[config.mk]
export PLATFORM = sky130hd
export DESIGN_NAME = if_id_pipe_reg
export DESIGN_NICKNAME = d
export VERILOG_FILES = /design/src/rtl/if_id_pipe_reg.sv
export SDC_FILE = /design/constraint.sdc
export NUM_CORES = 1
export LEC_CHECK = 0
export ABC_AREA = 1
export CORE_ASPECT_RATIO = 2
export CORE_MARGIN = 8
export CORE_UTILIZATION = 35
export DETAILED_ROUTE_END_ITERATION = 16
export PLACE_DENSITY = 0.72
export RECOVER_POWER = 100
export SLEW_MARGIN = 25
export SYNTH_ARGS = -nofsm -noshare
export SYNTH_HDL_FRONTEND = slang
export SYNTH_SLANG_ARGS = --single-unit
[constraint.sdc]
create_clock -name clk -period 2.9 [get_ports clk]
set_input_delay 0.29 -clock clk [delete_from_list [all_inputs] [get_ports clk]]
set_output_delay 0.29 -clock clk [all_outputs]
set_load 0.1 [all_outputs]
[src/rtl/if_id_pipe_reg.sv]
// IF/ID pipeline register with valid/ready handshake, stall and flush bubbles.
// Define IF_ID_SKID_EN to add a skid entry and register in_ready.
module if_id_pipe_reg #(
    parameter int unsigned         PC_W      = 64,
    parameter int unsigned         INSTR_W   = 32,
    parameter logic [INSTR_W-1:0]  NOP_INSTR = 32'h0000_0013
) (
    input  logic               clk,
    input  logic               reset,
    input  logic               in_valid,
    output logic               in_ready,
    input  logic [PC_W-1:0]    in_pc,
    input  logic [INSTR_W-1:0] in_instr,
    input  logic               flush,
    output logic               out_valid,
    input  logic               out_ready,
    output logic [PC_W-1:0]    out_pc,
    output logic [INSTR_W-1:0] out_instr
);

`ifdef IF_ID_SKID_EN
    typedef enum logic [1:0] {StEmpty, StMain, StFull} state_e;
`else
    typedef enum logic [0:0] {StEmpty, StMain} state_e;
`endif

    state_e              state_q, state_d;
    logic                out_valid_q, out_valid_d;
    logic [PC_W-1:0]     main_pc_q, main_pc_d;
    logic [INSTR_W-1:0]  main_instr_q, main_instr_d;
    logic                in_xfer, out_xfer;

`ifdef IF_ID_SKID_EN
    logic                in_ready_q, in_ready_d;
    logic [PC_W-1:0]     skid_pc_q, skid_pc_d;
    logic [INSTR_W-1:0]  skid_instr_q, skid_instr_d;

    assign in_ready = in_ready_q;
`else
    assign in_ready = !out_valid_q || out_ready;
`endif

    assign in_xfer   = in_valid && in_ready;
    assign out_xfer  = out_valid_q && out_ready;
    assign out_valid = out_valid_q;
    assign out_pc    = main_pc_q;
    assign out_instr = main_instr_q;

    always_comb begin
        state_d      = state_q;
        out_valid_d  = out_valid_q;
        main_pc_d    = main_pc_q;
        main_instr_d = main_instr_q;
`ifdef IF_ID_SKID_EN
        in_ready_d   = in_ready_q;
        skid_pc_d    = skid_pc_q;
        skid_instr_d = skid_instr_q;
`endif
        if (flush) begin
            // Flush wins over any simultaneous accept; the register returns to a bubble.
            state_d      = StEmpty;
            out_valid_d  = 1'b0;
            main_pc_d    = '0;
            main_instr_d = NOP_INSTR;
`ifdef IF_ID_SKID_EN
            in_ready_d   = 1'b1;
            skid_pc_d    = '0;
            skid_instr_d = NOP_INSTR;
`endif
        end else begin
            unique case (state_q)
                StEmpty: begin
                    if (in_xfer) begin
                        state_d      = StMain;
                        out_valid_d  = 1'b1;
                        main_pc_d    = in_pc;
                        main_instr_d = in_instr;
                    end
                end
                StMain: begin
                    if (in_xfer && out_xfer) begin
                        main_pc_d    = in_pc;
                        main_instr_d = in_instr;
                    end else if (out_xfer) begin
                        // Clear contents so an invalid entry always reads as a NOP at PC 0.
                        state_d      = StEmpty;
                        out_valid_d  = 1'b0;
                        main_pc_d    = '0;
                        main_instr_d = NOP_INSTR;
`ifdef IF_ID_SKID_EN
                    end else if (in_xfer) begin
                        state_d      = StFull;
                        in_ready_d   = 1'b0;
                        skid_pc_d    = in_pc;
                        skid_instr_d = in_instr;
`endif
                    end
                end
`ifdef IF_ID_SKID_EN
                StFull: begin
                    if (out_xfer) begin
                        state_d      = StMain;
                        in_ready_d   = 1'b1;
                        main_pc_d    = skid_pc_q;
                        main_instr_d = skid_instr_q;
                        skid_pc_d    = '0;
                        skid_instr_d = NOP_INSTR;
                    end
                end
                default: begin
                    state_d      = StEmpty;
                    out_valid_d  = 1'b0;
                    in_ready_d   = 1'b1;
                    main_pc_d    = '0;
                    main_instr_d = NOP_INSTR;
                    skid_pc_d    = '0;
                    skid_instr_d = NOP_INSTR;
                end
`endif
            endcase
        end
    end

    always_ff @(posedge clk or posedge reset) begin
        if (reset) begin
            state_q      <= StEmpty;
            out_valid_q  <= 1'b0;
            main_pc_q    <= '0;
            main_instr_q <= NOP_INSTR;
`ifdef IF_ID_SKID_EN
            in_ready_q   <= 1'b1;
            skid_pc_q    <= '0;
            skid_instr_q <= NOP_INSTR;
`endif
        end else begin
            state_q      <= state_d;
            out_valid_q  <= out_valid_d;
            main_pc_q    <= main_pc_d;
            main_instr_q <= main_instr_d;
`ifdef IF_ID_SKID_EN
            in_ready_q   <= in_ready_d;
            skid_pc_q    <= skid_pc_d;
            skid_instr_q <= skid_instr_d;
`endif
        end
    end

endmodule

==> run_results.csv, run 1 <==
group,metric,value,unit
logic_synthesis,syn-num-nets,741,
floorplan,dieWidth,101,µm
timing,hold_viol_final,0,
logic_synthesis,syn_area,0.00510,mm²
logic_synthesis,synth-main-ff-cell,"dfrtp_1",
cts,cts_tree,"done",
timing,post-route-period-util,71.4,%
logic_synthesis,synth-async-reset-ratio,100,%
logic_synthesis,yosysWarnings,0,
cts,postCtsSetupRepairBufs,0,
run,maxCapViolations,0,
grt,grt_pass1_vias,4273,
place,gp_congestion,0.782,
timing,clock_skew,6.72,ps
logic_synthesis,ys_types,20,
grt,grt_max_degree,60,
worst_setup_path,path_max_fanout,2,
floorplan,core_area,0.0143,mm²
drt,drc,0,
power,p_leak,0.00319,µW
worst_setup_path,arrival,1780,ps
power,ir_drop,0.000300,V
timing,worstMarginPinSlew,1290,ps
floorplan,start_util,35.7,%
logic_synthesis,seq_area_frac_synth,48.2,%
drt,viasPerCell,4.30,
logic_synthesis,postSynthCellCount,640,
drt,drt-initial-drc-count,166,
cts,post_cts_resized,0,
cts,htree_levels,3,
drt,wire_per_inst,14.3,µm
drt,route.vias.total,4366,
floorplan,die_y,187,µm
cts,insertion_delay,340,ps
final_layout,area_delta_synth_final,30.0,%
cts,clkSinkCount,98,
logic_synthesis,ys_ff_latch,98,
drt,first_pass_iters,5,
worst_setup_path,path_buf_inv,1,
grt,grt_pass1_wl,23300,µm
power,cellPowerDensity,715,mW/mm²
logic_synthesis,synth_edf_count,0,
timing,max_slew_margin,14.1,%
floorplan,pin_count,199,
worst_setup_path,worstSetupPathType,"reg2out",
place,port_buffers,198,
floorplan,die_area,0.0189,mm²
timing,maxSlewViolCount,0,
timing,setup_tns,0,ps
final_layout,nets,919,
drt,drt_wl_total,14600,µm
cts,postCtsHoldBufs,0,
cts,cts.reportedPaths.clkPinSlew,70,ps
timing,fin_crit,2070,ps
place,dp_hpwl,10600,µm
worst_setup_path,start_kind,"flip-flop",
worst_setup_path,critical-path-max-stage-delay,900,ps
worst_setup_path,cp-end-kind,"primary output",
worst_setup_path,slowest_stage,"clkbuf_1",
floorplan,rows,62,
worst_setup_path,required,2610,ps
grt,antenna_found_initial,1,
cts,root_buffer,"clkbuf_16",
cts,cts_buffers,9,
cts,clockBufferDepth,2,
timing,setup_viol,0,
final_layout,drive_gt1_share,9.11,%
final_layout,postLayoutCoreUtil,46.4,%
timing,rsz0062_at_grt,"false",
timing,max_freq,0.483,GHz
run_status,status,"complete, no violations",
worst_setup_path,critPathTopFamily,"buffers and inverters",
worst_setup_path,path_cells,"clkbuf_1",
drt,ant_nets,0,
logic_synthesis,avgSynthCellArea,7.96,µm²
grt,grt_overflow,0,
min_path,worstHoldPathType,"in2reg",
grt,grt_usage,16.0,%
-- final timing paths --
| kind | startpoint | endpoint | slack, ps | depth (start not counted) |
|---|---|---|---|---|
| worst min register to register | out_instr[0]$_DFFE_PP1P_ | out_instr[0]$_DFFE_PP1P_ | 470 | 2 |
| worst max register to register | out_valid$_DFFE_PP0P_ | out_pc[62]$_DFFE_PP0P_ | 840 | 5 |
| worst max-delay path | out_instr[4]$_DFFE_PP1P_ | out_instr[4] | 830 | 1 |
| worst min-delay path | flush | out_valid$_DFFE_PP0P_ | 370 | 6 |
| min in group asynchronous | reset | out_instr[27]$_DFFE_PP0P_ | 760 | 2 |
| max in group asynchronous | reset | out_pc[58]$_DFFE_PP0P_ | 1290 | 3 |
-- synthesized netlist by cell type, types with 3 or more instances --
master / instances / share of area [%]
inv_1: 96 / 7.1
buf_1: 5 / 0.37
buf_6: 9 / 2.0
dfrtp_1: 95 / 47
buf_2: 16 / 1.6
nor2_1: 99 / 7.3
clkbuf_1: 6 / 0.44
o21ai_1: 37 / 3.6
nand3_1: 4 / 0.39
dfstp_2: 3 / 1.5
buf_8: 4 / 1.2
nand2_2: 43 / 5.3
nand2_1: 161 / 12
o21ai_2: 53 / 9.1
o21ai_0: 4 / 0.39
-- power breakdown --
group          switching, µW  total, µW  internal [µW]  leakage [µW]
clock network            536       1260            719      0.000148
registers               91.6       1610           1520       0.00129
logic                   1560       1870            308       0.00175
-- worst register-to-register path, stage by stage (launching register included) --
cell      delay [ps]
dfrtp_1          410
nand2_1          100
o21ai_0          250
clkbuf_2         830
nand2_1          190
o21ai_0          200
-- state kept, by name (all words and copies together), names as in the netlist --
signal     cells
state_q        1
out_instr     32
out_valid      1
out_pc        64
-- cell usage in the layout, fill, tap and decap left out, drive strengths merged, types with 2 or more instances in the layout --
master / Yosys / final
inv: 97 / 97
dfrtp: 95 / 95
clkbuf: 6 / 111
clkinv: 0 / 2
nor2: 100 / 100
dfstp: 3 / 3
nand2: 205 / 205
buf: 35 / 9
clkdlybuf4s50: 0 / 98
nand3: 4 / 4
o21ai: 95 / 95
clkinvlp: 0 / 2
-- cell families after synthesis --
group / after synthesis / share of synthesized area [%]
AO/OA/AOI/OAI: 95 / 13.5
buffers and inverters: 138 / 13.1
flip-flops: 98 / 48.2
AND/OR/NAND/NOR: 309 / 25.3
-- metrics by stage --
stage	setup WS [ps]	instance area [µm²]	total power (µW)	hold WS [ps]	instances
2_1_floorplan	52.9	5100	3250	494	640
3_3_place_gp	794	6890	3730	458	999
3_5_place_dp	756	6890	3750	463	999
4_1_cts	1080	7210	5020	349	1015
5_1_grt	551	6630	4960	390	1016
6_report	829	6630	4740	366	1016
-- area by class of cell --
cell class,count,area (µm²)
fillers,1593,7650
flip-flops and latches,98,2460
multi-input cells,404,1770
repair buffers,208,1470
inverters,97,364
clock buffers,11,253
well taps,192,240
clock inverters,5,62.6
diodes,1,2.50
-- layer usage --
layer	share of wire (%)	GRT usage (%)	up-vias
met1	39	17.3	1959
met3	4.9	4.25	25
met4	3.6	7.97	0
li1	-	-	2249
met2	53	27.6	133
met5	0	0	-
(Power assumes the default switching activity.)
==> run 2, diff against run 1 <==
==> constraint.sdc (replaced) <==
create_clock -name clk -period 1.7 [get_ports clk]
set_input_delay 0.17 -clock clk [delete_from_list [all_inputs] [get_ports clk]]
set_output_delay 0.17 -clock clk [all_outputs]
set_load 0.1 [all_outputs]
==> run_results.csv, run 2 (same netlist as run 1, synthesis figures left out) <==
group,metric,value,unit
timing,fin_crit,1500,ps
timing,layout_setup_ws,195,ps
timing,max_slew_margin,33.6,%
cts,cts.reportedPaths.clkPinSlew,70,ps
floorplan,core_area,0.0143,mm²
place,dp_hpwl,10800,µm
timing,setup_viol,0,
final_layout,layout_commonest_cell,"nand2_1",
drt,first_pass_iters,4,
floorplan,die_area,0.0189,mm²
run,maxCapViolations,0,
grt,grt_pass1_vias,4396,
final_layout,nets,932,
power,p_total,8370,µW
run_status,status,"complete, no violations",
worst_setup_path,arrival,1770,ps
cts,clockBufferDepth,2,
cts,cts_tree,"done",
cts,insertion_delay,350,ps
final_layout,fillCellCount,1474,
place,place_ws,9.34,ps
drt,drc,0,
worst_setup_path,cp-end-kind,"flip-flop",
drt,viasPerCell,4.26,
place,port_buffers,198,
worst_setup_path,start_kind,"flip-flop",
floorplan,die_y,187,µm
cts,clkSinkCount,98,
worst_setup_path,path_max_fanout,33,
worst_setup_path,required,1960,ps
drt,route.vias.total,4379,
timing,post-route-period-util,88.5,%
timing,holdWs,251,ps
worst_setup_path,r2r_slack,200,ps
timing,hold_viol_final,0,
min_path,worstHoldPathType,"in2reg",
timing,worstMarginPinSlew,995,ps
final_layout,drive_gt1_share,24.0,%
grt,grt_max_degree,85,
floorplan,start_util,35.7,%
timing,maxSlewViolCount,0,
grt,grt_usage,15.8,%
timing,clock_skew,7.48,ps
power,cellPowerDensity,1190,mW/mm²
final_layout,antenna_cells,0,
final_layout,area_delta_synth_final,37.8,%
place,place_area,0.00731,mm²
cts,root_buffer,"clkbuf_16",
final_layout,stdcell_area,0.00702,mm²
worst_setup_path,worstSetupPathType,"reg2reg",
floorplan,dieWidth,101,µm
floorplan,pin_count,199,
drt,drt_wl_total,14500,µm
drt,drt-initial-drc-count,115,
final_layout,largest_reg_flops,64,
power,ir_drop,0.000476,V
power,p_leak,0.00364,µW
grt,antenna_found_initial,0,
grt,grt_overflow,0,
place,gp_congestion,0.780,
cts,postCtsSetupRepairBufs,0,
place,place_inst,1012,
drt,ant_nets,0,
final_layout,fin_cells,1028,
cts,post_cts_resized,0,
cts,cts_buffers,9,
floorplan,rows,62,
timing,rsz0062_at_grt,"false",
timing,max_freq,0.665,GHz
drt,wire_per_inst,14.1,µm
grt,grt_pass1_wl,23200,µm
cts,htree_levels,3,
cts,postCtsHoldBufs,0,
final_layout,final_cell_mix,"nand2_1 (163), nor2_1 (99), clkdlybuf4s50_1 (98), clkbuf_2 (98), inv_1 (95)",
## run 2: cell types whose count changed in the layout (fill, tap and decap cells not counted), moves of 2 or more
cell,change
buf_4,+6
o21ai_1,+18
o21ai_2,+13
clkbuf_4,+2
buf_12,+7
nand2_1,-2
clkinv_4,-2
nand2_4,+2
o21ai_0,-31
clkbuf_2,+96
clkbuf_1,-96
## run 2: worst max-delay path, stage by stage, from the launching register on
cell	delay (ps)
dfrtp_2	450
nand2_1	120
o21ai_2	340
buf_12	240
nand2_1	90
o21ai_0	160
## run 2: worst paths after layout
check	startpoint	to	cells after the start
setup / recovery	out_valid$_DFFE_PP0P_	out_pc[19]$_DFFE_PP0P_	5
hold / removal	flush	out_valid$_DFFE_PP0P_	6
setup reg to reg	out_valid$_DFFE_PP0P_	out_pc[19]$_DFFE_PP0P_	5
hold reg to reg	out_instr[0]$_DFFE_PP1P_	out_instr[0]$_DFFE_PP1P_	2
max in group asynchronous	reset	out_pc[23]$_DFFE_PP0P_	3
min in group asynchronous	reset	out_valid$_DFFE_PP0P_	3
## run 2: layout make-up
class	count	area [µm²]	share of cell area (%)
tap	192	240	3.42
inverter	97	365	5.20
sequential	98	2460	35.0
clock inverter	4	75.1	1.07
multi-input combinational	404	1850	26.4
timing repair buffer	221	1790	25.4
clock buffer	12	246	3.51
## run 2: where the power goes
group          leakage, µW  switching (µW)  internal (µW)
sequential         0.00129             165           2600
clock             0.000149             871           1330
combinational      0.00219            2700            704
## run 2: metal layers
layer | vias up | wire (µm) | track usage (%)
li1 | 2277 | - | -
met1 | 1974 | 5450 | 16.4
met2 | 110 | 7950 | 28.3
met3 | 18 | 739 | 3.73
met4 | 0 | 398 | 8.03
met5 | - | 0 | 0
## run 2: stage by stage
stage | setup TNS, ps | utilization, %
after floorplan | -6710 | -
after global placement | 0 | 51.2
after detailed placement | 0 | 51.2
after CTS | 0 | 53.5
after global routing | 0 | 49.2
final | 0 | 49.2
==> edit 1: new RTL, settings of run 2 <==
Change the parameter `INSTR_W` from 32 to 16.
--- a/src/rtl/if_id_pipe_reg.sv
+++ b/src/rtl/if_id_pipe_reg.sv
@@ -4,3 +4,3 @@
     parameter int unsigned         PC_W      = 64,
-    parameter int unsigned         INSTR_W   = 32,
+    parameter int unsigned         INSTR_W   = 16,
     parameter logic [INSTR_W-1:0]  NOP_INSTR = 32'h0000_0013
Ports: changed (resized in_instr and out_instr); port bits go from 199 to 167. No check against the original RTL was run, so the function may have changed too.
==> edit 1 against run 2 <==
- fmax increased by 0.34%
- final area is 18% lower
- wire length down 20%
- power is 8.0% lower
- global-route usage about the same
- count of clock-buffer cells in the layout stayed put
- critical path depth down 4
- sequential cell count shrank 16
- synthesized cell count fell by 16%
- synthesized area shrank 22%
- worst setup slack improved by 0.0051 ns
- critical endpoint is now out_instr[0]
==> edit 1: results (changes against run 2) <==
| Metric | Value |
|---|---|
| Status | `finished clean` |
| Drt wl/cell | `14.0 µm (-1.0%)` |
| Worst path slowest cell | `dfstp_2` |
| Met1 WL | `4.61 mm (-15%)` |
| Metal2 WL | `6.19 mm (-22%)` |
| NumNets Final | `774 (-17%)` |
| Worst-path maximum fanout | `2 (-94%)` |
| Port buffer count | `166 (-16%)` |
| GRT Total Usage | `15.8% (-0.023 points)` |
| DR iter-0 viols | `136 (+18%)` |
| Routed met3 length | `606 µm (-18%)` |
| Mapped Nets | `621 (-16%)` |
| Slowest stage delay, CP | `0.54 ns (+0.09 ns)` |
| Yosys cell types | `14 (-30%)` |
| Clk_skew | `0.00558 ns (-0.00190 ns)` |
| Hpwl dp | `8.85 mm (-18%)` |
| Peak supply drop | `0.556 mV (+17%)` |
| Vias | `3761 (-14%)` |
| Worst slew margin | `61.2% (+28 points)` |
| Pin count of the biggest net entering global routing | `83 (-2.4%)` |
| Leak Pwr | `2.99 nW (-18%)` |
| Crit path max-delay family | `flip-flops` |
| Vias in the first global route | `3981 (-9.4%)` |
| Top post-synthesis cells by area | `dfrtp_1 50%, nand2_1 16%, nor2_1 7.9%` |
| WP data arrival | `1.33 ns (-0.44 ns)` |
| Share of cells above drive strength 1 | `16.9% (-7.2 points)` |
[edit 1: routing by layer]
| layer | track usage, % | vias to the layer above |
|---|---|---|
| met3 | 4.10 | 19 |
| met5 | 0 | - |
| met2 | 28.8 | 131 |
| li1 | - | 1896 |
| met4 | 6.25 | 0 |
| met1 | 16.6 | 1715 |
[edit 1: kinds of logic after synthesis]
logic type | Yosys count | share of synthesized area, %
simple gates | 260 | 24.9
buf+inv | 115 | 13.0
compound gates | 79 | 10.2
flops | 82 | 51.8
[edit 1: final cells by class]
class / count / area share (%)
clock buffers: 12 / 4.47
multi-input cells: 339 / 24.7
well taps: 142 / 3.10
flip-flops and latches: 82 / 35.9
repair buffers: 176 / 24.9
inverters: 81 / 5.32
clock inverters: 4 / 1.70
[edit 1: final timing paths]
kind / start / endpoint / slack, ns
min in group asynchronous: reset / out_pc[12] / 0.43
max: out_instr[0] / out_instr[0] / 0.20
min: flush / out_valid / 0.22
min reg2reg: out_instr[1] / out_instr[1] / 0.47
max reg2reg: out_valid / out_pc[32] / 0.21
max in group asynchronous: reset / out_valid / 0.88
[edit 1: per-stage QoR]
step	instances	setup WS [ns]	total power, mW	instance area [µm²]	hold WS (ns)
4_1_cts	836	0.195	8.11	6060	0.210
6_report	836	0.200	7.71	5740	0.215
3_3_place_gp	820	0.129	5.77	5700	0.469
3_5_place_dp	820	0.0894	5.82	5700	0.474
5_1_grt	836	0.0809	8.05	5740	0.253
2_1_floorplan	536	0.0177	4.84	3990	0.356
[edit 1: report_power, final]
part | total, mW | internal (mW) | switching, mW
Sequential | 2.37 | 2.21 | 0.160
Combinational | 3.09 | 0.583 | 2.51
Clock | 2.24 | 1.52 | 0.725
==> edit 2: new RTL, settings of run 2 <==
Made on the original files. Make the reset (`reset`) synchronous in one clocked block.
--- a/src/rtl/if_id_pipe_reg.sv
+++ b/src/rtl/if_id_pipe_reg.sv
@@ -123,3 +123,3 @@
 
-    always_ff @(posedge clk or posedge reset) begin
+    always_ff @(posedge clk) begin
         if (reset) begin
Function: differs if reset is asserted again (counterexample within 4 cycles, from zero or initial values and one cycle with reset high); with reset held inactive, the same outputs for 10 cycles.
==> edit 2 against run 2 <==
- final cell count up 18%
- synthesized area decreased by 3.1%
- sequential power is 11% lower
- worst setup slack improved by 0.051 ns
- power shrank 23%
- final area is 1.3% higher
- clock skew up 0.0018 ns
- wire length is 6.1% higher
- sequential cell count unchanged
- utilization grew 2.3 points
- critical path type unchanged
- critical endpoint is now out_pc[59]
- highest routed layer unchanged
==> edit 2: results (changes against run 2) <==
| Metric | Value |
|---|---|
| Status | `finished clean` |
| Seq/Total Area, Yosys | `39.7% (-8.4 points)` |
| Top post-synthesis cells by area | `dfxtp_1 40%, nand2_1 22%, inv_1 14%` |
| Worst slew margin | `56.7% (+23 points)` |
| GR Util met2 | `31.8% (+3.5 points)` |
| Total Routed Length | `15.4 mm (+6.1%)` |
| Internal Pwr Total | `4.20 mW (-9.5%)` |
| Compound-gate portion of the synthesized area | `0.355% (-13 points)` |
| Routed met3 length | `940 µm (+27%)` |
| Clk_skew | `0.00931 ns (+0.00183 ns)` |
| NumNets Final | `1119 (+20%)` |
| R2R Path End | `out_pc[59]` |
| Setup WS pre-CTS | `0.0642 ns (+0.0548 ns)` |
| First-pass GRT wire length | `24.9 mm (+7.1%)` |
| GPL Wtd Cong | `0.805 (+3.3%)` |
| WP data arrival | `1.69 ns (-0.08 ns)` |
| R2R setup slack | `0.25 ns (+0.05 ns)` |
| Ys async rst share | `0% (-100 points)` |
| Slowest stage delay, CP | `0.47 ns (+0.02 ns)` |
| Fill count | `1459 (-1.0%)` |
| Met1 WL | `5.53 mm (+1.5%)` |
| Critical path startpoint | `state_q` |
| Worst setup margin | `0.247 ns (+0.0514 ns)` |
| Pin count of the biggest net entering global routing | `56 (-34%)` |
| GR Layer Usage met1 | `15.9% (-0.53 points)` |
| Placed cell area | `0.00708 mm² (-3.1%)` |
| Post-Synthesis Cells | `830 (+30%)` |
| Vias/cell | `4.28 (+0.41%)` |
| Vias | `5184 (+18%)` |
| Worst-path maximum fanout | `14 (-58%)` |
| Peak supply drop | `0.468 mV (-1.7%)` |
| GRT Total Usage | `17.0% (+1.1 points)` |
| Mapped Nets | `931 (+26%)` |
| Met3 global-route usage | `5.12% (+1.4 points)` |
| Worst path slowest cell | `dfxtp_1` |
| Share of cells above drive strength 1 | `14.8% (-9.3 points)` |
| Leak Pwr | `4.20 nW (+16%)` |
| Worst R2R Path Depth | `7 (+2)` |
| DR iter-0 viols | `173 (+50%)` |
## edit 2: cell types whose count changed after synthesis, sizes merged
cell | before | now
buf | 35 | 31
dfrtp | 95 | 0
nor2 | 100 | 95
o21ai | 95 | 1
inv | 97 | 191
nand2 | 205 | 291
clkbuf | 6 | 19
a21oi | 0 | 1
nand3 | 4 | 102
a21boi | 0 | 1
dfxtp | 0 | 98
dfstp | 3 | 0
## edit 2: layout make-up
class                           count  area, µm²  share of cell area (%)
Multi-Input combinational cell    491       2020                    28.4
Sequential cell                    98       1970                    27.6
Timing Repair Buffer              227       1860                    26.1
Inverter                          191        717                    10.1
Clock buffer                       11        253                    3.55
Tap cell                          189        236                    3.33
Clock inverter                      5       61.3                   0.862
## edit 2: how the worst min path moves through the flow
| stage | from | endpoint | slack, ns | depth (start not counted) |
|---|---|---|---|---|
| after floorplan | in_valid | state_q | 0.32 | 2 |
| after global placement | out_instr[4] | out_instr[4] | 0.49 | 2 |
| after detailed placement | out_instr[4] | out_instr[4] | 0.50 | 2 |
| after CTS | in_pc[26] | out_pc[26] | 0.43 | 5 |
| after global routing | in_pc[26] | out_pc[26] | 0.45 | 5 |
| final | in_instr[14] | out_instr[14] | 0.44 | 5 |
## edit 2: power groups by stage
| stage | clock network [mW] | logic, mW | registers [mW] |
|---|---|---|---|
| 2_1_floorplan | 0 | 0.582 | 3.30 |
| 3_3_place_gp | 0 | 1.99 | 2.51 |
| 3_5_place_dp | 0 | 2.00 | 2.52 |
| 4_1_cts | 2.20 | 2.00 | 2.47 |
| 5_1_grt | 2.29 | 2.06 | 2.48 |
| 6_report | 2.12 | 1.90 | 2.46 |
## edit 2: critical path: cells and delay by family, from the launching register on
kind,cells,cell delay [ns]
buf+inv,3,0.48
flops,1,0.47
simple gates,4,0.41
